### config.mk
export PLATFORM = sky130hd
export DESIGN_NAME = ptp_event_io
export DESIGN_NICKNAME = d
export VERILOG_FILES = /design/src/rtl/ptp_event_io.sv
export SDC_FILE = /design/constraint.sdc
export NUM_CORES = 2
export LEC_CHECK = 0
export BUFFER_PORTS_ARGS = -buffer_cell sky130_fd_sc_hd__buf_4
export CORE_ASPECT_RATIO = 0.75
export CORE_MARGIN = 2
export CORE_UTILIZATION = 40
export CTS_CLUSTER_SIZE = 10
export DETAILED_ROUTE_END_ITERATION = 8
export GPL_ROUTABILITY_DRIVEN = 0
export GPL_TIMING_DRIVEN = 0
export PLACE_DENSITY = 0.68
export SYNTH_ARGS = -nofsm -noshare
export SYNTH_HDL_FRONTEND = slang
export SYNTH_SLANG_ARGS = --single-unit
### constraint.sdc
create_clock -name rtc_clk -period 8.7 [get_ports rtc_clk]
set_clock_uncertainty 0.2 [all_clocks]
set_input_delay 0 -clock rtc_clk [delete_from_list [all_inputs] [get_ports rtc_clk]]
set_output_delay 0 -clock rtc_clk [all_outputs]
set_load 0.02 [all_outputs]
### src/rtl/ptp_event_io.sv
// ptp_event_io: multi-channel event timestamp capture and second-aligned periodic pulse generation (optional input deglitch filter: PTP_EVT_DEGLITCH_EN)
module ptp_event_io #(
  parameter int N_IN        = 2,
  parameter int N_OUT       = 2,
  parameter int FIFO_AW     = 3,
  parameter int SYNC_STAGES = 2
) (
  input  logic                 rtc_clk,
  input  logic                 rtc_rst_n,
  input  logic [31:0]          tick_inc_i,
  input  logic [79:0]          rtc_std_i,
  input  logic [15:0]          rtc_fns_i,
  input  logic [N_IN-1:0]      evt_i,
  input  logic [2*N_IN-1:0]    evt_edge_i,
  input  logic                 ts_pop_i,
  output logic                 ts_valid_o,
  output logic [95:0]          ts_data_o,
  output logic [2:0]           ts_chan_o,
  output logic                 ts_edge_o,
  output logic [FIFO_AW:0]     ts_count_o,
  output logic                 ts_ovf_o,
  input  logic                 ovf_clr_i,
  input  logic [N_OUT-1:0]     out_en_i,
  input  logic [32*N_OUT-1:0]  out_period_i,
  input  logic [32*N_OUT-1:0]  out_width_i,
  output logic [N_OUT-1:0]     pulse_o
);
  localparam int DEPTH = 1 << FIFO_AW;
  localparam logic [31:0] NS_SEC = 32'd1_000_000_000;
  typedef enum logic [1:0] {IDLE, ARMED, HIGH, LOW} pstate_t;
  logic [N_IN-1:0] hit, rise, pend_v;
  logic [96:0] pend_d [N_IN];
  logic push, push_ok, pop, full, drop;
  logic [2:0] sel;
  logic [99:0] entry, head;
  logic [99:0] mem [DEPTH];
  logic [FIFO_AW-1:0] wr, rd;
  logic [FIFO_AW:0] cnt;
  logic [32:0] sum;
  logic [31:0] adj, adj_q, adj_p;
  logic wrap;

  for (genvar c = 0; c < N_IN; c++) begin : g_in
    logic [SYNC_STAGES-1:0] sync;
    logic filt, lvl;
    logic [1:0] ev;
`ifdef PTP_EVT_DEGLITCH_EN
    logic [1:0] hist;
    // last two synchronised samples; level accepted only after three equal samples
    always_ff @(posedge rtc_clk or negedge rtc_rst_n)
      if (!rtc_rst_n) hist <= '0;
      else hist <= {hist[0], sync[SYNC_STAGES-1]};
    assign lvl = (sync[SYNC_STAGES-1] == hist[0] && hist[0] == hist[1]) ? sync[SYNC_STAGES-1] : filt;
`else
    assign lvl = sync[SYNC_STAGES-1];
`endif
    // synchroniser, delayed level and registered rise/fall flags
    always_ff @(posedge rtc_clk or negedge rtc_rst_n)
      if (!rtc_rst_n) begin
        sync <= '0;
        filt <= 1'b0;
        ev   <= 2'b00;
      end else begin
        sync <= {sync[SYNC_STAGES-2:0], evt_i[c]};
        filt <= lvl;
        ev   <= {lvl & ~filt, ~lvl & filt};
      end
    assign hit[c]  = (ev[1] & evt_edge_i[2*c]) | (ev[0] & evt_edge_i[2*c+1]);
    assign rise[c] = ev[1];
  end

  // lowest-index full pending register wins the single push slot
  always_comb begin
    push  = 1'b0;
    sel   = '0;
    entry = '0;
    for (int i = N_IN - 1; i >= 0; i--)
      if (pend_v[i]) begin
        push  = 1'b1;
        sel   = 3'(i);
        entry = {pend_d[i][96:1], 3'(i), pend_d[i][0]};
      end
  end

  assign full    = cnt == (FIFO_AW+1)'(DEPTH);
  assign pop     = ts_pop_i && cnt != '0;
  assign push_ok = push && (!full || pop);
  assign drop    = |(hit & pend_v);

  // per-channel one-entry holding registers between edge detect and FIFO
  always_ff @(posedge rtc_clk or negedge rtc_rst_n)
    if (!rtc_rst_n) begin
      pend_v <= '0;
      for (int i = 0; i < N_IN; i++) pend_d[i] <= '0;
    end else begin
      for (int i = 0; i < N_IN; i++) begin
        if (push_ok && sel == 3'(i)) pend_v[i] <= 1'b0;
        if (hit[i] && !pend_v[i]) begin
          pend_v[i] <= 1'b1;
          pend_d[i] <= {rtc_std_i, rtc_fns_i, rise[i]};
        end
      end
    end

  // sticky overflow; a new drop wins over a clear in the same cycle
  always_ff @(posedge rtc_clk or negedge rtc_rst_n)
    if (!rtc_rst_n) ts_ovf_o <= 1'b0;
    else ts_ovf_o <= drop ? 1'b1 : ovf_clr_i ? 1'b0 : ts_ovf_o;

  // FIFO pointers and occupancy
  always_ff @(posedge rtc_clk or negedge rtc_rst_n)
    if (!rtc_rst_n) begin
      wr  <= '0;
      rd  <= '0;
      cnt <= '0;
    end else begin
      wr  <= wr + FIFO_AW'(push_ok);
      rd  <= rd + FIFO_AW'(pop);
      cnt <= cnt + (FIFO_AW+1)'(push_ok) - (FIFO_AW+1)'(pop);
    end

  // FIFO storage; on full pop+push the write lands in the slot being vacated
  always_ff @(posedge rtc_clk)
    if (push_ok) mem[wr] <= entry;

  assign head       = mem[rd];
  assign ts_valid_o = cnt != '0;
  assign ts_data_o  = ts_valid_o ? head[99:4] : '0;
  assign ts_chan_o  = ts_valid_o ? head[3:1] : '0;
  assign ts_edge_o  = ts_valid_o & head[0];
  assign ts_count_o = cnt;

  assign sum = {1'b0, rtc_std_i[31:0]} + 33'(tick_inc_i[31:26]);
  assign adj = sum >= {1'b0, NS_SEC} ? 32'(sum - {1'b0, NS_SEC}) : sum[31:0];

  // one-tick lookahead nanoseconds and its previous value for wrap detection
  always_ff @(posedge rtc_clk or negedge rtc_rst_n)
    if (!rtc_rst_n) begin
      adj_q <= '0;
      adj_p <= '0;
    end else begin
      adj_q <= adj;
      adj_p <= adj_q;
    end

  assign wrap = adj_q < adj_p;

  for (genvar o = 0; o < N_OUT; o++) begin : g_out
    pstate_t st, st_n, s0;
    logic [31:0] per_raw, wid_raw, per, wid, nxt, nxt_n, n0, ce, ce_n, c0;
    logic pul, pul_n;
    assign per_raw = out_period_i[32*o +: 32];
    assign wid_raw = out_width_i[32*o +: 32];
    assign per = (per_raw == '0 || per_raw > NS_SEC) ? NS_SEC : per_raw;
    assign wid = (wid_raw == '0 || wid_raw >= per) ? per >> 1 : wid_raw;
    assign s0  = wrap ? ARMED : st;
    assign n0  = wrap ? '0 : nxt;
    assign c0  = (wrap && ce > NS_SEC) ? NS_SEC : ce;
    // a second wrap re-arms from ns 0 so the first rise of each second lands on the wrap cycle
    always_comb begin
      st_n  = s0;
      nxt_n = n0;
      ce_n  = c0;
      pul_n = pul;
      if (!out_en_i[o]) begin
        st_n  = IDLE;
        nxt_n = '0;
        pul_n = 1'b0;
      end else if (s0 == ARMED && adj_q >= n0) begin
        st_n  = HIGH;
        pul_n = 1'b1;
        ce_n  = n0 + wid;
        nxt_n = n0 + per;
      end else if (s0 == HIGH && adj_q >= c0) begin
        st_n  = LOW;
        pul_n = 1'b0;
      end else if (s0 == LOW && n0 < NS_SEC) begin
        st_n  = ARMED;
      end
    end
    // pulse state registers
    always_ff @(posedge rtc_clk or negedge rtc_rst_n)
      if (!rtc_rst_n) begin
        st  <= IDLE;
        nxt <= '0;
        ce  <= '0;
        pul <= 1'b0;
      end else begin
        st  <= st_n;
        nxt <= nxt_n;
        ce  <= ce_n;
        pul <= pul_n;
      end
    assign pulse_o[o] = pul;
  end
endmodule

Word level (Yosys, flattened, before mapping)
Memory sizes are Yosys's and may differ from the RTL's. Index checks and enable logic that the tools add are counted.

RAM bits: 800. Output and inout port bits: 108. Logic and storage cells: 156. Memories kept: 1. Flip-flop bits (word level): 415. ROM bits: 0. Input bits: 268. Latch bits: 0.

Multiply operators: 0. Reductions and logical operators: 32. Mux-type cells: 49. Div/mod/pow operators: 0. Order comparisons: 14. Add/sub/neg operators: 10. Bitwise operators: 16. Shift operators: 0. Eq/ne operators: 10.

Memory list: mem (words 8, bits a word 100, rd ports 1, clocked after memory_dff 0, wr ports 1, line 36) `logic [99:0] mem [DEPTH];`.

Operator list (count): 32-bit 2-to-1 mux (17); 100-bit 2-to-1 mux (2); 32-bit >= comparator (6); 32-bit adder (4); 32-bit by 30-bit > comparator with 1-bit output, second input constant (4); 32-bit zero test (4); 96-bit 2-to-1 mux (1); 32-bit by 30-bit < comparator with 1-bit output, second input constant (2); 32-bit by 6-bit adder with 33-bit output (1); 33-bit by 30-bit >= comparator with 1-bit output, second input constant (1); 32-bit < comparator (1); 32-bit by 30-bit subtractor with 32-bit output, second input constant (1); 2-bit 2-to-1 mux (10); 1-bit 2-to-1 mux (17); 1-bit logical AND (14); 1-bit AND (9); 2-bit equality test, second input constant (4); 3-bit by 1-bit adder with 3-bit output (2); 3-bit 2-to-1 mux (2); 3-bit by 1-bit != test with 1-bit output, second input constant (2); 2-bit nonzero test (3); 1-bit logical OR (5); 4-bit by 1-bit adder with 4-bit output (1); 2-bit by 1-bit equality test with 1-bit output, second input constant (2); 10 further kinds (16).

Longest topological paths before layout
Word-level depth: 9. Mapped depth: 35. Depth with buffers taken out: 32.

Worst setup path before layout
Ideal clock, no wire load.

Path type: register to register. From: register cnt[2] (netlist: ts_count_o[2]). To: memory mem[0][0] (enable). Stages on the path, launching flop included: 11. Path slack: -0.518 ns. Arrival time: 8.343 ns. Buffers on the path: 1. Required time: 7.825 ns. Clock period less this slack: 9.218 ns. Cell sequence: dfrtp_1 -> inv_1 -> ha_1 -> and2_1 -> clkbuf_1 -> inv_1 -> nand2_1 -> nand3_1 -> o21a_1 -> nand2b_1 -> nor3_1.

Word-level cells in the longest chain between the ends: 6.

RTL lines: from (decl) (line 38) `logic [FIFO_AW:0] cnt;`; from (signal assigned) (line 119) `cnt <= cnt + (FIFO_AW+1)'(push_ok) - (FIFO_AW+1)'(pop);`; 4-bit nonzero test; via ts_valid_o (line 16) `output logic ts_valid_o,`; 1-bit logical AND (line 86) `assign pop = ts_pop_i && cnt != '0;`; 1-bit logical OR (line 87) `assign push_ok = push && (!full || pop);`; 1-bit logical AND (line 87); 1-bit 2-to-1 mux (line 124) `if (push_ok) mem[wr] <= entry;`; 1-bit 2-to-1 mux (not written as such) (line 124); to (decl) (line 36).

The timed path passes the listed nets, and every way through them passes these cells.

Final worst setup path
From: register adj_q[15]. To: register g_out[1].nxt[15].

Word-level cells in the longest chain between the ends: 6.

RTL lines: from (decl) (line 40) `logic [31:0] adj, adj_q, adj_p;`; from (signal assigned) (line 142) `adj_q <= adj;`; 32-bit < comparator (line 146) `assign wrap = adj_q < adj_p;`; 32-bit 2-to-1 mux / 2-bit 2-to-1 mux (equally long branches) (line 157, 156); 32-bit >= comparator / 2-bit by 1-bit equality test with 1-bit output (equally long branches) (line 169) `end else if (s0 == ARMED && adj_q >= n0) begin`; 1-bit logical AND (line 169); 32-bit 2-to-1 mux * (line 169); 32-bit 2-to-1 mux * (line 165) `if (!out_en_i[o]) begin`; via g_out[1].nxt_n[15] (line 150) `logic [31:0] per_raw, wid_raw, per, wid, nxt, nxt_n, n0, ce, ce_n, c0;`; to (signal assigned) (line 190) `nxt <= nxt_n;`; to (decl) (line 150).

Mark *: on every way through the listed nets, which the timed path passes. The rest lies on a longest branch. A chain may end at the register's enable or synchronous reset.

==> summary.txt <==
Critical path
  • Kind of critical path: flop to flop
  • Crit end category: flop
  • Critical-path maximum fanout: 10
  • CP cell instances: ha_1 -> nand4_1 -> or2_2 -> a2111oi_0 -> o31a_1 -> or2_1 -> clkbuf_1 -> clkbuf_2 -> clkbuf_2 -> clkbuf_1 -> nand2_1 -> ha_1 -> nand4_1 -> nor4_1 -> nand2_1 -> a211o_1 -> a31o_2 -> a22oi_1 -> clkbuf_1 -> buf_1 -> a21oi_1 -> nor2_1
  • CP bufs+invs: 6
  • Most used cell, CP: clkbuf_1
  • CP peak stage delay: 0.80 ns
  • R2r startpoint: adj_q[15]
  • Max stage delay cell, worst path: nor4_1
  • Worst setup SP type: flop
  • FF-to-FF End: g_out[1].nxt[15]
  • Register-to-Register Path Depth: 22
  • Worst setup path end: g_out[1].nxt[15]
  • CP required: 9.18 ns
  • Reg2Reg Setup Slack: 0.24 ns
  • Worst EP arrival: 8.94 ns
  • Cell depth of the worst setup path: 22
  • Delay-heaviest family, CP: buffers and inverters
  • Beginning of the critical path: adj_q[15]

GRT
  • Pin count of the biggest net entering global routing: 113
  • Global-route wire length before repair: 262.1 mm
  • Vias in the first global route: 43,020
  • GR Overflow Total: 0
  • Initial antenna violation count: 32
  • Total track usage: 22.11%

Placed design
  • Placed inst area: 67,050 sq um
  • Post-DP HPWL: 124.1 mm
  • Dpl ws: -1.312 ns
  • Buffers added on ports: 343

Cells and area
  • Nets@finish: 6,281
  • Final instance area: 75,820 sq um
  • Layout cell share with drive strength beyond 1: 18.30%
  • P&R area growth vs syn: 24.70%
  • Multi-input gate area: 25,400 sq um
  • Storage cell area: 33,930 sq um
  • Most frequent cells in the layout: edfxtp_1, dlygate4sd3_1, dfrtp_1, ha_1, nor2_1
  • Commonest non-fill, non-tap cell in the layout: edfxtp_1
  • Fillcell total: 12,680

Route
  • WL final: 173.6 mm
  • WL met2: 79.32 mm
  • Drt first pass iters: 8
  • Drt wl/cell: 22.32 um
  • Met3 routed WL: 12.40 mm
  • Initial DRC count: 4,386
  • Metal-1 WL: 77.35 mm
  • Post-route ant nets: 0
  • Top routing layer in use: met5
  • # DRC: 0
  • Via/cell ratio: 5.581
  • Vias: 43,400

Synth
  • Post-synth cell types: 89
  • Synth Cell Area: 60,800 sq um
  • Seq/Total Area, Yosys: 55.80%
  • Post-synthesis register bit count: 1,199
  • Top_reg_cell synth: edfxtp_1
  • Async SR Flop Fraction: 34.61%
  • Yosys synthesis warning count: 0
  • Post-Syn Instances: 4,677
  • Mapped Avg Cell Area: 13.00 sq um
  • EDFF count, synth: 784

Floorplan
  • Starting Density: 40.40%
  • Width of the chip: 454.2 um
  • Core area: 150,500 sq um
  • Die H: 341.7 um
  • Cell Rows: 123
  • Die area: 155,200 sq um
  • Num ports: 376

Timing
  • Final setup fails: 0
  • Final worst path period need: 8.456 ns
  • PnR worst setup slack: 0.2445 ns
  • RSZ-0062 raised after global routing: false
  • Final-report max-slew violation count: 0
  • Post-route clock period utilization: 97.19%
  • Max_slew headroom: 15.88%
  • Final hold violation count: 0
  • Worst slew pin tran: 1.262 ns
  • Fmax: 0.1183 GHz

Min path
  • Min-delay worst type: primary input to flop

Clock tree
  • Worst-Skew Late Latency: 0.76 ns
  • Sinks on Clock Net: 1,199
  • CTS buffer count: 141
  • Clk pin slew, worst setup/hold paths: 0.06 ns
  • H-tree levels: 4
  • CTS root buf: clkbuf_16
  • CTS tree: built
  • Clock Path Buffers: 3

Power and ir drop
  • PD cells: 307.5 nW/um^2
  • VDD IR max: 220.3 uV
  • Pleak: 0.03089 uW

Outcome
  • Outcome: completed

Run
  • Max cap viols: 0
-- cell usage after synthesis (14+ instances only) --
library cell	count	area [sq um]
nand2_1	307	1152
o211ai_1	18	135.1
a31oi_1	18	112.6
xor2_1	57	499.2
nand2b_1	59	369.1
nand3_1	60	300.3
xnor2_1	84	735.7
nor3_1	49	245.2
ha_1	363	4542
mux2i_1	109	1091
nor2b_1	41	256.5
dfrtp_1	415	10380
nor2_1	360	1351
a21o_1	139	1044
and3_1	25	156.4
buf_1	35	131.4
or2_2	14	87.58
mux4_2	196	4414
or3_1	14	87.58
nor4_1	39	244.0
edfxtp_1	784	23540
a211oi_1	29	217.7
nand4_1	72	450.4
a22o_1	99	867.1
o21bai_1	14	105.1
inv_1	213	799.5
a21oi_1	221	1106
clkbuf_1	155	581.8
o21a_1	26	195.2
mux2_2	224	2522
and2_1	30	187.7
o21ai_0	185	925.9
-- layout make-up --
type                    instances  share of cell area, %
multi-input cells            3068                  33.50
flip-flops and latches       1199                  44.75
inverters                     214                  1.059
repair buffers                819                  10.49
well taps                    2000                  3.300
clock buffers                 237                  5.235
clock inverters                20                 0.5380
diodes                         18                0.05941
plain buffers                 201                  1.069
-- state kept, by name, summed over array words and instances, names as in the netlist, 2 cells and up --
signal	count
g_in.sync	4
g_in.ev	4
pend_v	2
mem	784
wr	3
ts_count_o	4
g_out.pul	2
rd	3
g_in.filt	2
adj_p	32
pend_d	194
g_out.st	4
g_out.ce	64
g_out.nxt	64
adj_q	32
-- per-layer routing --
layer	global-route usage [%]	vias up
met5	0	-
met4	6.450	10
met3	3.467	277
met2	34.32	1694
met1	32.11	21720
li1	-	19700
-- through the flow --
stage	instances	utilization (%)	total power [uW]	hold WS [ns]	setup TNS, ns
finish	7776	50.37	23320	0.04536	0
global route	7773	50.37	24460	0.01941	0
CTS	7753	50.30	23410	0.0004848	0
detailed placement	7071	44.55	17590	-0.4071	-21.17
global placement	7026	43.79	17290	-0.08977	-2120.66
floorplan	4683	-	14090	-0.4956	0
-- logic make-up after synthesis --
family,synth area share (%)
AO/OA/AOI/OAI,9.787
AND/OR/NAND/NOR,8.842
multiplexers,13.20
other,0.01235
buffers and inverters,2.620
XOR/XNOR,2.070
flip-flops,55.80
adder cells (fa/ha/maj),7.667
-- how the worst min path moves through the flow --
stage,startpoint,end,cells past startpoint
floorplan,rtc_rst_n,adj_p[0],0
global placement,evt_i[0],g_in[0].sync[0],1
detailed placement,rtc_rst_n,g_out[0].nxt[28],1
CTS,rtc_rst_n,g_out[0].nxt[30],3
global route,rtc_std_i[23],pend_d[40],3
finish,rtc_std_i[23],pend_d[40],3
-- tightest hold or removal path, cell delays in order --
cell and delay [ns]:
dlygate4sd3_1 0.61, buf_4 0.17, mux2_2 0.14
-- what timing repair did --
action                                  in CTS  in global routing
setup buffers                                0                  6
pin swaps                                    0                  3
hold buffers                               425                  0
endpoints found under the setup margin      26                 56
endpoints found under the hold margin      786                  0
resized for setup                            6                 30
gates cloned                                 0                  0
-- power by group --
group / internal (uW) / total, uW / switching (uW) / leakage (uW)
Clock: 3180 / 5530 / 2360 / 0.00207
Sequential: 7930 / 8530 / 597 / 0.0123
Combinational: 3840 / 9250 / 5410 / 0.0165
Total: 15000 / 23300 / 8360 / 0.0309
Power figures use the tool's default switching activity.
